**src/rtl/imem_wb_pkg.sv**
```systemverilog
// Shared constants and FSM encoding for the instruction-SRAM Wishbone loader.
package imem_wb_pkg;

    localparam logic [11:0] OFF_CTRL    = 12'h400;
    localparam logic [11:0] OFF_STATUS  = 12'h404;
    localparam logic [11:0] OFF_MEM_MAX = 12'h3FC;

    localparam int unsigned CTRL_LOAD_BIT = 0;
    localparam int unsigned CTRL_RST_BIT  = 1;

    typedef enum logic [2:0] {
        S_IDLE,
        S_WR,
        S_RD_REQ,
        S_RD_WAIT,
        S_RD_CAP,
        S_ACK
    } state_e;

endpackage

```
**src/rtl/imem_sram_mux.sv**
```systemverilog
// SRAM port ownership mux: loader while load_mode is set, otherwise the core.
module imem_sram_mux #(
    parameter int unsigned ADDR_W = 8,
    parameter int unsigned DATA_W = 32
) (
    input  logic              load_mode_i,
    input  logic              ld_csb_i,
    input  logic              ld_web_i,
    input  logic [ADDR_W-1:0] ld_addr_i,
    input  logic [DATA_W-1:0] ld_din_i,
    input  logic [ADDR_W-1:0] core_addr_i,
    input  logic              core_web_i,
    output logic              sram_csb_o,
    output logic              sram_web_o,
    output logic [ADDR_W-1:0] sram_addr_o,
    output logic [DATA_W-1:0] sram_din_o
);

    always_comb begin
        sram_csb_o  = 1'b1;
        sram_web_o  = 1'b1;
        sram_addr_o = '0;
        sram_din_o  = '0;
        if (load_mode_i) begin
            sram_csb_o  = ld_csb_i;
            sram_web_o  = ld_web_i;
            sram_addr_o = ld_addr_i;
            sram_din_o  = ld_din_i;
        end else begin
            // The core only fetches; its write data path is not wired here.
            sram_csb_o  = 1'b0;
            sram_web_o  = core_web_i;
            sram_addr_o = core_addr_i;
        end
    end

endmodule

```
**src/rtl/imem_wb_loader.sv**
```systemverilog
// Wishbone window that programs/reads the instruction SRAM and holds the core
// in reset and init mode until firmware releases it through CTRL.
module imem_wb_loader
    import imem_wb_pkg::*;
#(
    parameter logic [31:0] BASE_ADDR = 32'h3000_0000,
    parameter int unsigned ADDR_W    = 8,
    parameter int unsigned DATA_W    = 32,
    parameter int unsigned RD_LAT    = 1
) (
    input  logic              CLK,
    input  logic              reset,
    input  logic              wbs_cyc_i,
    input  logic              wbs_stb_i,
    input  logic              wbs_we_i,
    input  logic [3:0]        wbs_sel_i,
    input  logic [31:0]       wbs_adr_i,
    input  logic [31:0]       wbs_dat_i,
    output logic              wbs_ack_o,
    output logic [31:0]       wbs_dat_o,
    input  logic [ADDR_W-1:0] core_addr_i,
    input  logic              core_web_i,
    output logic              sram_csb0,
    output logic              sram_web0,
    output logic [ADDR_W-1:0] sram_addr0,
    output logic [DATA_W-1:0] sram_din0,
    input  logic [DATA_W-1:0] sram_dout0,
    output logic              core_init_en_o,
    output logic              core_reset_o
);

    localparam logic [7:0] WAIT_LAST = (RD_LAT > 1) ? 8'(RD_LAT - 2) : 8'd0;

    state_e            state_q;
    logic              ack_q;
    logic [31:0]       dat_q;
    logic [1:0]        ctrl_q;
    logic              ctrl_pend_q;
    logic [1:0]        ctrl_wdat_q;
    logic [15:0]       count_q;
    logic              err_q;
    logic [7:0]        wait_q;
    logic              ld_csb_q;
    logic              ld_web_q;
    logic [ADDR_W-1:0] ld_addr_q;
    logic [DATA_W-1:0] ld_din_q;

    logic        hit;
    logic [11:0] off;
    logic        is_mem;

    assign hit    = wbs_cyc_i && wbs_stb_i && (wbs_adr_i[31:12] == BASE_ADDR[31:12]);
    assign off    = wbs_adr_i[11:0];
    assign is_mem = (off <= OFF_MEM_MAX);

    always_ff @(posedge CLK) begin
        if (reset) begin
            state_q     <= S_IDLE;
            ack_q       <= 1'b0;
            dat_q       <= '0;
            ctrl_q      <= 2'b11;
            ctrl_pend_q <= 1'b0;
            ctrl_wdat_q <= '0;
            count_q     <= '0;
            err_q       <= 1'b0;
            wait_q      <= '0;
            ld_csb_q    <= 1'b1;
            ld_web_q    <= 1'b1;
            ld_addr_q   <= '0;
            ld_din_q    <= '0;
        end else begin
            case (state_q)
                S_IDLE: begin
                    if (hit) begin
                        if (is_mem && !ctrl_q[CTRL_LOAD_BIT]) begin
                            ack_q   <= 1'b1;
                            dat_q   <= '0;
                            err_q   <= 1'b1;
                            state_q <= S_ACK;
                        end else if (is_mem && wbs_we_i && wbs_sel_i != 4'hF) begin
                            ack_q   <= 1'b1;
                            err_q   <= 1'b1;
                            state_q <= S_ACK;
                        end else if (is_mem) begin
                            ld_csb_q  <= 1'b0;
                            ld_web_q  <= !wbs_we_i;
                            ld_addr_q <= wbs_adr_i[ADDR_W+1:2];
                            if (wbs_we_i) begin
                                ld_din_q <= wbs_dat_i[DATA_W-1:0];
                            end
                            state_q <= wbs_we_i ? S_WR : S_RD_REQ;
                        end else begin
                            ack_q   <= 1'b1;
                            state_q <= S_ACK;
                            // CTRL writes are applied on leaving ACK so ownership flips after the ack.
                            if (wbs_we_i && off == OFF_CTRL) begin
                                ctrl_pend_q <= 1'b1;
                                ctrl_wdat_q <= wbs_dat_i[1:0];
                            end else if (!wbs_we_i && off == OFF_CTRL) begin
                                dat_q <= {30'd0, ctrl_q};
                            end else if (!wbs_we_i && off == OFF_STATUS) begin
                                dat_q <= {15'd0, err_q, count_q};
                            end else begin
                                dat_q <= '0;
                            end
                        end
                    end
                end
                S_WR: begin
                    ld_csb_q <= 1'b1;
                    ld_web_q <= 1'b1;
                    if (count_q != 16'hFFFF) begin
                        count_q <= count_q + 16'd1;
                    end
                    if (wbs_cyc_i) begin
                        ack_q   <= 1'b1;
                        state_q <= S_ACK;
                    end else begin
                        state_q <= S_IDLE;
                    end
                end
                S_RD_REQ: begin
                    ld_csb_q <= 1'b1;
                    wait_q   <= '0;
                    if (!wbs_cyc_i) begin
                        state_q <= S_IDLE;
                    end else begin
                        state_q <= (RD_LAT > 1) ? S_RD_WAIT : S_RD_CAP;
                    end
                end
                S_RD_WAIT: begin
                    if (!wbs_cyc_i) begin
                        state_q <= S_IDLE;
                    end else if (wait_q == WAIT_LAST) begin
                        state_q <= S_RD_CAP;
                    end else begin
                        wait_q <= wait_q + 8'd1;
                    end
                end
                S_RD_CAP: begin
                    if (!wbs_cyc_i) begin
                        state_q <= S_IDLE;
                    end else begin
                        dat_q   <= 32'(sram_dout0);
                        ack_q   <= 1'b1;
                        state_q <= S_ACK;
                    end
                end
                S_ACK: begin
                    ack_q   <= 1'b0;
                    dat_q   <= '0;
                    state_q <= S_IDLE;
                    if (ctrl_pend_q) begin
                        ctrl_q      <= ctrl_wdat_q;
                        ctrl_pend_q <= 1'b0;
                        count_q     <= '0;
                        err_q       <= 1'b0;
                    end
                end
                default: state_q <= S_IDLE;
            endcase
        end
    end

    assign wbs_ack_o      = ack_q;
    assign wbs_dat_o      = dat_q;
    assign core_init_en_o = ctrl_q[CTRL_LOAD_BIT];
    assign core_reset_o   = ctrl_q[CTRL_RST_BIT];

    imem_sram_mux #(
        .ADDR_W(ADDR_W),
        .DATA_W(DATA_W)
    ) u_mux (
        .load_mode_i(ctrl_q[CTRL_LOAD_BIT]),
        .ld_csb_i   (ld_csb_q),
        .ld_web_i   (ld_web_q),
        .ld_addr_i  (ld_addr_q),
        .ld_din_i   (ld_din_q),
        .core_addr_i(core_addr_i),
        .core_web_i (core_web_i),
        .sram_csb_o (sram_csb0),
        .sram_web_o (sram_web0),
        .sram_addr_o(sram_addr0),
        .sram_din_o (sram_din0)
    );

endmodule

```
**config.mk**
```make
export PLATFORM = sky130hd
export DESIGN_NAME = imem_wb_loader
export DESIGN_NICKNAME = d
export VERILOG_FILES = /design/src/rtl/imem_wb_pkg.sv /design/src/rtl/imem_sram_mux.sv /design/src/rtl/imem_wb_loader.sv
export SDC_FILE = /design/constraint.sdc
export NUM_CORES = 1
export LEC_CHECK = 0
export CAP_MARGIN = 25
export CORE_MARGIN = 1
export CORE_UTILIZATION = 45
export CTS_CLUSTER_SIZE = 30
export DETAILED_ROUTE_END_ITERATION = 6
export GPL_TIMING_DRIVEN = 0
export PLACE_DENSITY = 0.81
export SYNTH_ARGS = -nofsm -noshare
export SYNTH_HDL_FRONTEND = slang
export SYNTH_SLANG_ARGS = --single-unit
```
**constraint.sdc**
```tcl
create_clock -name CLK -period 3 [get_ports CLK]
set_input_delay 0.9 -clock CLK [delete_from_list [all_inputs] [get_ports CLK]]
set_output_delay 0.9 -clock CLK [all_outputs]
set_load 0.02 [all_outputs]
```
After elaboration in Yosys (flattened, before gate mapping). Cells that the tools add are included.

Flip-flop bits (word level): 108. Input port bits: 114. Output and inout bits: 77. Logic and storage cells: 137.

Add/subtract/negate cells: 2. Magnitude comparators: 1. Equal/unequal tests: 28. Mux-type cells: 56. Bitwise gates (word level): 3. Reduce and logical (&&, ||, !) cells: 34.

Operator list (number): $mux W32 (7); $pmux W32 S3 (1); $mux W17 (2); $mux W16 (2); $pmux W16 S2 (1); $eq A12 B11 Y1 const B (2); $mux W1 (24); $mux W3 (8); $mux W8 (3); $reduce_and A6 Y1 (4); $ne A2 B2 Y1 const B (11); $eq A20 B18 Y1 const B (1); $add A16 B1 Y16 const B (1); $ne A16 B16 Y1 const B (1); $pmux W8 S2 (1); $ne A3 B3 Y1 const B (5); $reduce_and A5 Y1 (3); $le A12 B10 Y1 const B (1); $pmux W3 S4 (1); $reduce_bool A2 Y1 (5); $add A8 B1 Y8 const B (1); $logic_and A1 B1 Y1 (8); $logic_not A8 Y1 (1); $ne A4 B4 Y1 const B (2); 15 further kinds (28).

Depth between registers and ports, before layout. Gate-level depths: netlist of run 1.

Depth in word-level cells: 10. Mapped depth: 8. Gate-level depth less buffers: 7.

By module. From an unflattened synthesis of run 1, not the netlist that was laid out.

Cell total of the unflattened synthesis: 560. Area total of the unflattened synthesis: 5108.6 µm².

Modules (own cells, without submodules): imem_wb_loader (times used 1, cells each 514, area each 4744.6 µm², seq. area each 2162.1 µm²); imem_sram_mux (times used 1, cells each 46, area each 364.1 µm², seq. area each 0.0 µm²).

Least setup slack after synthesis of run 1. OpenSTA, ideal clock, no wires.

Path type: input port to flip-flop. Start point: input port wbs_adr_i[13]. End point: register ld_din_q[22]. Setup time: 0.132 ns. Arrival time: 2.397 ns. Required time: 2.868 ns. Path slack: 0.471 ns. Stages: 6. Path buffers: 1. Path through: nor4b_1 > nand4_2 > or4b_4 > buf_6 > o21ai_1 > a21oi_1.

Word-level cells in the longest chain between the ends: 3.

Ends and longest elaborated chain: start: declaration (RTL line imem_wb_loader.sv:17) `input logic [31:0] wbs_adr_i,`; $eq A20 B18 Y1 (RTL line imem_wb_loader.sv:52) `assign hit = wbs_cyc_i && wbs_stb_i && (wbs_adr_i[31:12] == BASE_ADDR[31:12]);`; $logic_and A1 B1 Y1 (RTL line imem_wb_loader.sv:52); $reduce_and A6 Y1 (no line); end signal: assignment (RTL line imem_wb_loader.sv:89) `ld_din_q <= wbs_dat_i[DATA_W-1:0];`; end: declaration (RTL line imem_wb_loader.sv:46) `logic [DATA_W-1:0] ld_din_q;`.

Every way passes these cells. A chain may end at the register's enable or synchronous reset.

Worst setup path after layout of run 1.
Start point: input port core_web_i. End point: output port sram_web0.

Word-level cells in the longest chain between the ends: 1.

Ends and longest elaborated chain: start: declaration (RTL line imem_wb_loader.sv:22) `input logic core_web_i,`; $mux W1 (RTL line imem_sram_mux.sv:24) `if (load_mode_i) begin`; end: declaration (RTL line imem_wb_loader.sv:24) `output logic sram_web0,`.

Every way passes these cells.

==> metrics, run 1 <==
CTS H-tree lvls=3; max-slew violation count=0; Post-synth EDFFs=0; Synth Area per Inst=8.337 µm²; die width=111.0 µm; flop2flop setup slack=0.72 ns; Tot Pwr=2.987 mW; DIE AREA=12,320 µm²; Hold Vio Cnt, Final=0; Die Ht=111.0 µm; clk sink count=108; most frequent cells in the layout=181 x clkdlybuf4s50_1, 107 x dfxtp_1, 85 x a21oi_1, 56 x nand4_1, 42 x nor2_1; ys flop type=dfxtp_1; synth top area cells=dfxtp_1 40%, a21oi_1 8.0%, nand4_1 6.6%; CP Data Arrival Time=2.09 ns; pwr/cell area=381.8 nW/µm²; Critical-path top delay cell=clkdlybuf4s50_1; minimum clock period=2.987 ns; number of max-cap violations=0; Reg clk slew, reported paths=0.07 ns; vias after detailed routing=5,847; Post-Syn Instances=641; violated checks=design-rule violations; worst slew pin tran=0.9693 ns; maximum vdd drop=0.2868 mV; Layout Skew=0.01206 ns; IO Pins=191; initial antenna violation count=0; core area=11,520 µm²; hold crit path type=flop to flop; Ys Warns=0; starting density of the core=0.4640; Layout Nets=958; dpl hpwl=13,200 µm; syn nets=758; WP data required=2.10 ns; drt first pass iters=7; Hold EP=ld_addr_q[2]$_SDFFE_PP0P_; initial detailed-routing violation count=543; CP Launch Point=core_web_i; status=complete, but fails checks; Antenna Cells=0; I/O Buffers=189; DRC viols=30; final worst-path cycle share=0.9957; TritonCTS buffer count=9; CP cell instances=clkdlybuf4s50_1 -> mux2_2 -> clkdlybuf4s50_1; Final ANT Viol Nets=0; Clock Tree Root=clkbuf_16; fin util=0.6794; most used cell, CP=clkdlybuf4s50_1; GRT overflow=0; Async S/R FF share, synth=0; CTS Hold Bufs=0; mapped cell area=5344 µm²; CTS tree=done; Clock Tree Buf Depth=2; Seq/Total Area, Yosys=0.4046; placer congestion estimate=0.8685; post-synthesis cell type count=61; vias in the first global route=5,628; max incr delay on CP=0.54 ns; WL/cell=17.73 µm; Worst R2R Path Depth=6; worst rel slew slack=0.3499; hold path depth=2; static leakage=2.692 nW; ratio of cells with drive above 1 in the final layout=0.07683; hold path start=ld_addr_q[2]$_SDFFE_PP0P_; drt via density=5.912; Crit Reg-Reg Endpoint=wbs_dat_o[18]$_SDFFE_PP0P_; Setup crit end kind=primary output; total wire length=17,530 µm; Setup CP Type=primary input to primary output; Layout area overhead=46.41%; Synth Register Bits=108; clock latency on the worst-skew pair=0.35 ns; largest net degree at the start of global routing=18; Setup-failing EPs final=0; f_max=334.8 MHz; CP max FO=1; Reg2Reg Launch Point=state_q[1]$_SDFFE_PP0P_; all-layer global routing usage=0.2769; crit path launch type=primary input; most common cell after layout, fill and taps aside=clkdlybuf4s50_1; first-pass GRT wire length=27,640 µm; Synth top area share=0.4046; number of core rows=39; biggest area consumer among synthesized cells=dfxtp_1
## synth_stat cells (all sizes together), types with 4 or more instances
| cell type | count |
|---|---|
| dfxtp | 108 |
| nor4 | 7 |
| buf | 20 |
| a31o | 5 |
| nand4 | 57 |
| xnor2 | 10 |
| nor2 | 43 |
| nor4b | 6 |
| nand2b | 4 |
| nand2 | 26 |
| nand3 | 14 |
| nor3 | 10 |
| a22oi | 16 |
| and2 | 37 |
| clkbuf | 36 |
| mux2 | 10 |
| a21oi | 85 |
| or3 | 5 |
| o21ai | 53 |
| mux2i | 4 |
| nor2b | 4 |
| inv | 14 |
| a211oi | 26 |
## how the worst max path moves through the flow
stage | slack [ns] | depth (start not counted) | end
3_5_place_dp | -0.48 | 7 | wbs_dat_o[8]$_SDFFE_PP0P_
3_3_place_gp | -0.39 | 7 | wbs_dat_o[7]$_SDFFE_PP0P_
5_1_grt | -0.02 | 7 | wbs_dat_o[11]$_SDFFE_PP0P_
4_1_cts | 0.001 | 3 | sram_addr0[5]
6_report | 0.01 | 3 | sram_web0
2_1_floorplan | 0.47 | 6 | ld_din_q[22]$_SDFFE_PP0P_
## cell type report
| class | count | area (µm²) |
|---|---|---|
| multi-input combinational | 463 | 2943 |
| timing repair buffer | 190 | 1904 |
| sequential | 108 | 2163 |
| clock buffer | 11 | 242.7 |
| buffer | 55 | 256.5 |
| fill | 939 | 3692 |
| inverter | 14 | 52.55 |
| clock inverter | 5 | 82.58 |
| tap | 143 | 178.9 |
## metrics by stage
stage          cells  TNS (ns)  setup slack [ns]  hold slack (ns)  cell area (µm²)
6_report         989         0           0.01302           0.4642             7824
5_1_grt          989   -0.1435          -0.02127           0.4869             7824
4_1_cts          988         0          0.001122           0.4628             7747
3_5_place_dp     973    -19.96           -0.4819           0.4523             7415
3_3_place_gp     973    -15.60           -0.3889           0.4421             7415
2_1_floorplan    641         0            0.4709           0.4284             5344
## kinds of logic after synthesis
logic type	after synthesis	synth area share
AOI/OAI and AO/OA	203	0.2306
xor gates and xnor gates	13	0.02131
adders and majority gates	4	0.008898
buffers and inverters	70	0.05783
DFF	108	0.4046
muxes	14	0.02857
and+or+nand+nor	229	0.2482
## repair_timing
item | 4_1_cts | 5_1_grt
pin swaps | 1 | 1
gates cloned | 0 | 0
setup buffers | 0 | 1
resized for setup | 8 | 14
endpoints found under the setup margin | 51 | 58
hold endpoints to repair | 0 | 0
## worst max-delay path: cells and delay by family
family,cells,cell delay (ns)
buffers and inverters,2,0.94
multiplexers,1,0.25
## state kept, by name, summed over array words and instances (netlist names)
signal,flops
state_q,3
ld_csb_q,1
count_q,16
wbs_ack_o,1
ld_web_q,1
ctrl_pend_q,1
ld_addr_q,8
ld_din_q,32
ctrl_wdat_q,2
wbs_dat_o,32
ctrl_q,2
err_q,1
wait_q,8
## routing by layer
metal	vias up	track usage	part of all wire
met2	242	0.5145	0.53
met3	40	0.03499	0.065
met4	0	0.1078	0.023
met1	2799	0.3208	0.39
li1	2766	-	-
met5	-	0	0
## report_power, final
part           internal, mW  total [mW]  switching [mW]
registers              1.43        1.43       0.0000106
clock network         0.760        1.30           0.541
logic                 0.149       0.254           0.105
Power figures use the tool's default switching activity.
==> inputs of run 2 (changes only) <==
ABC_CLOCK_PERIOD_IN_PS = 3000   (was default)
==> results of run 2 <==
Same layout as run 1: the final DEF is identical, and so are final timing and power.
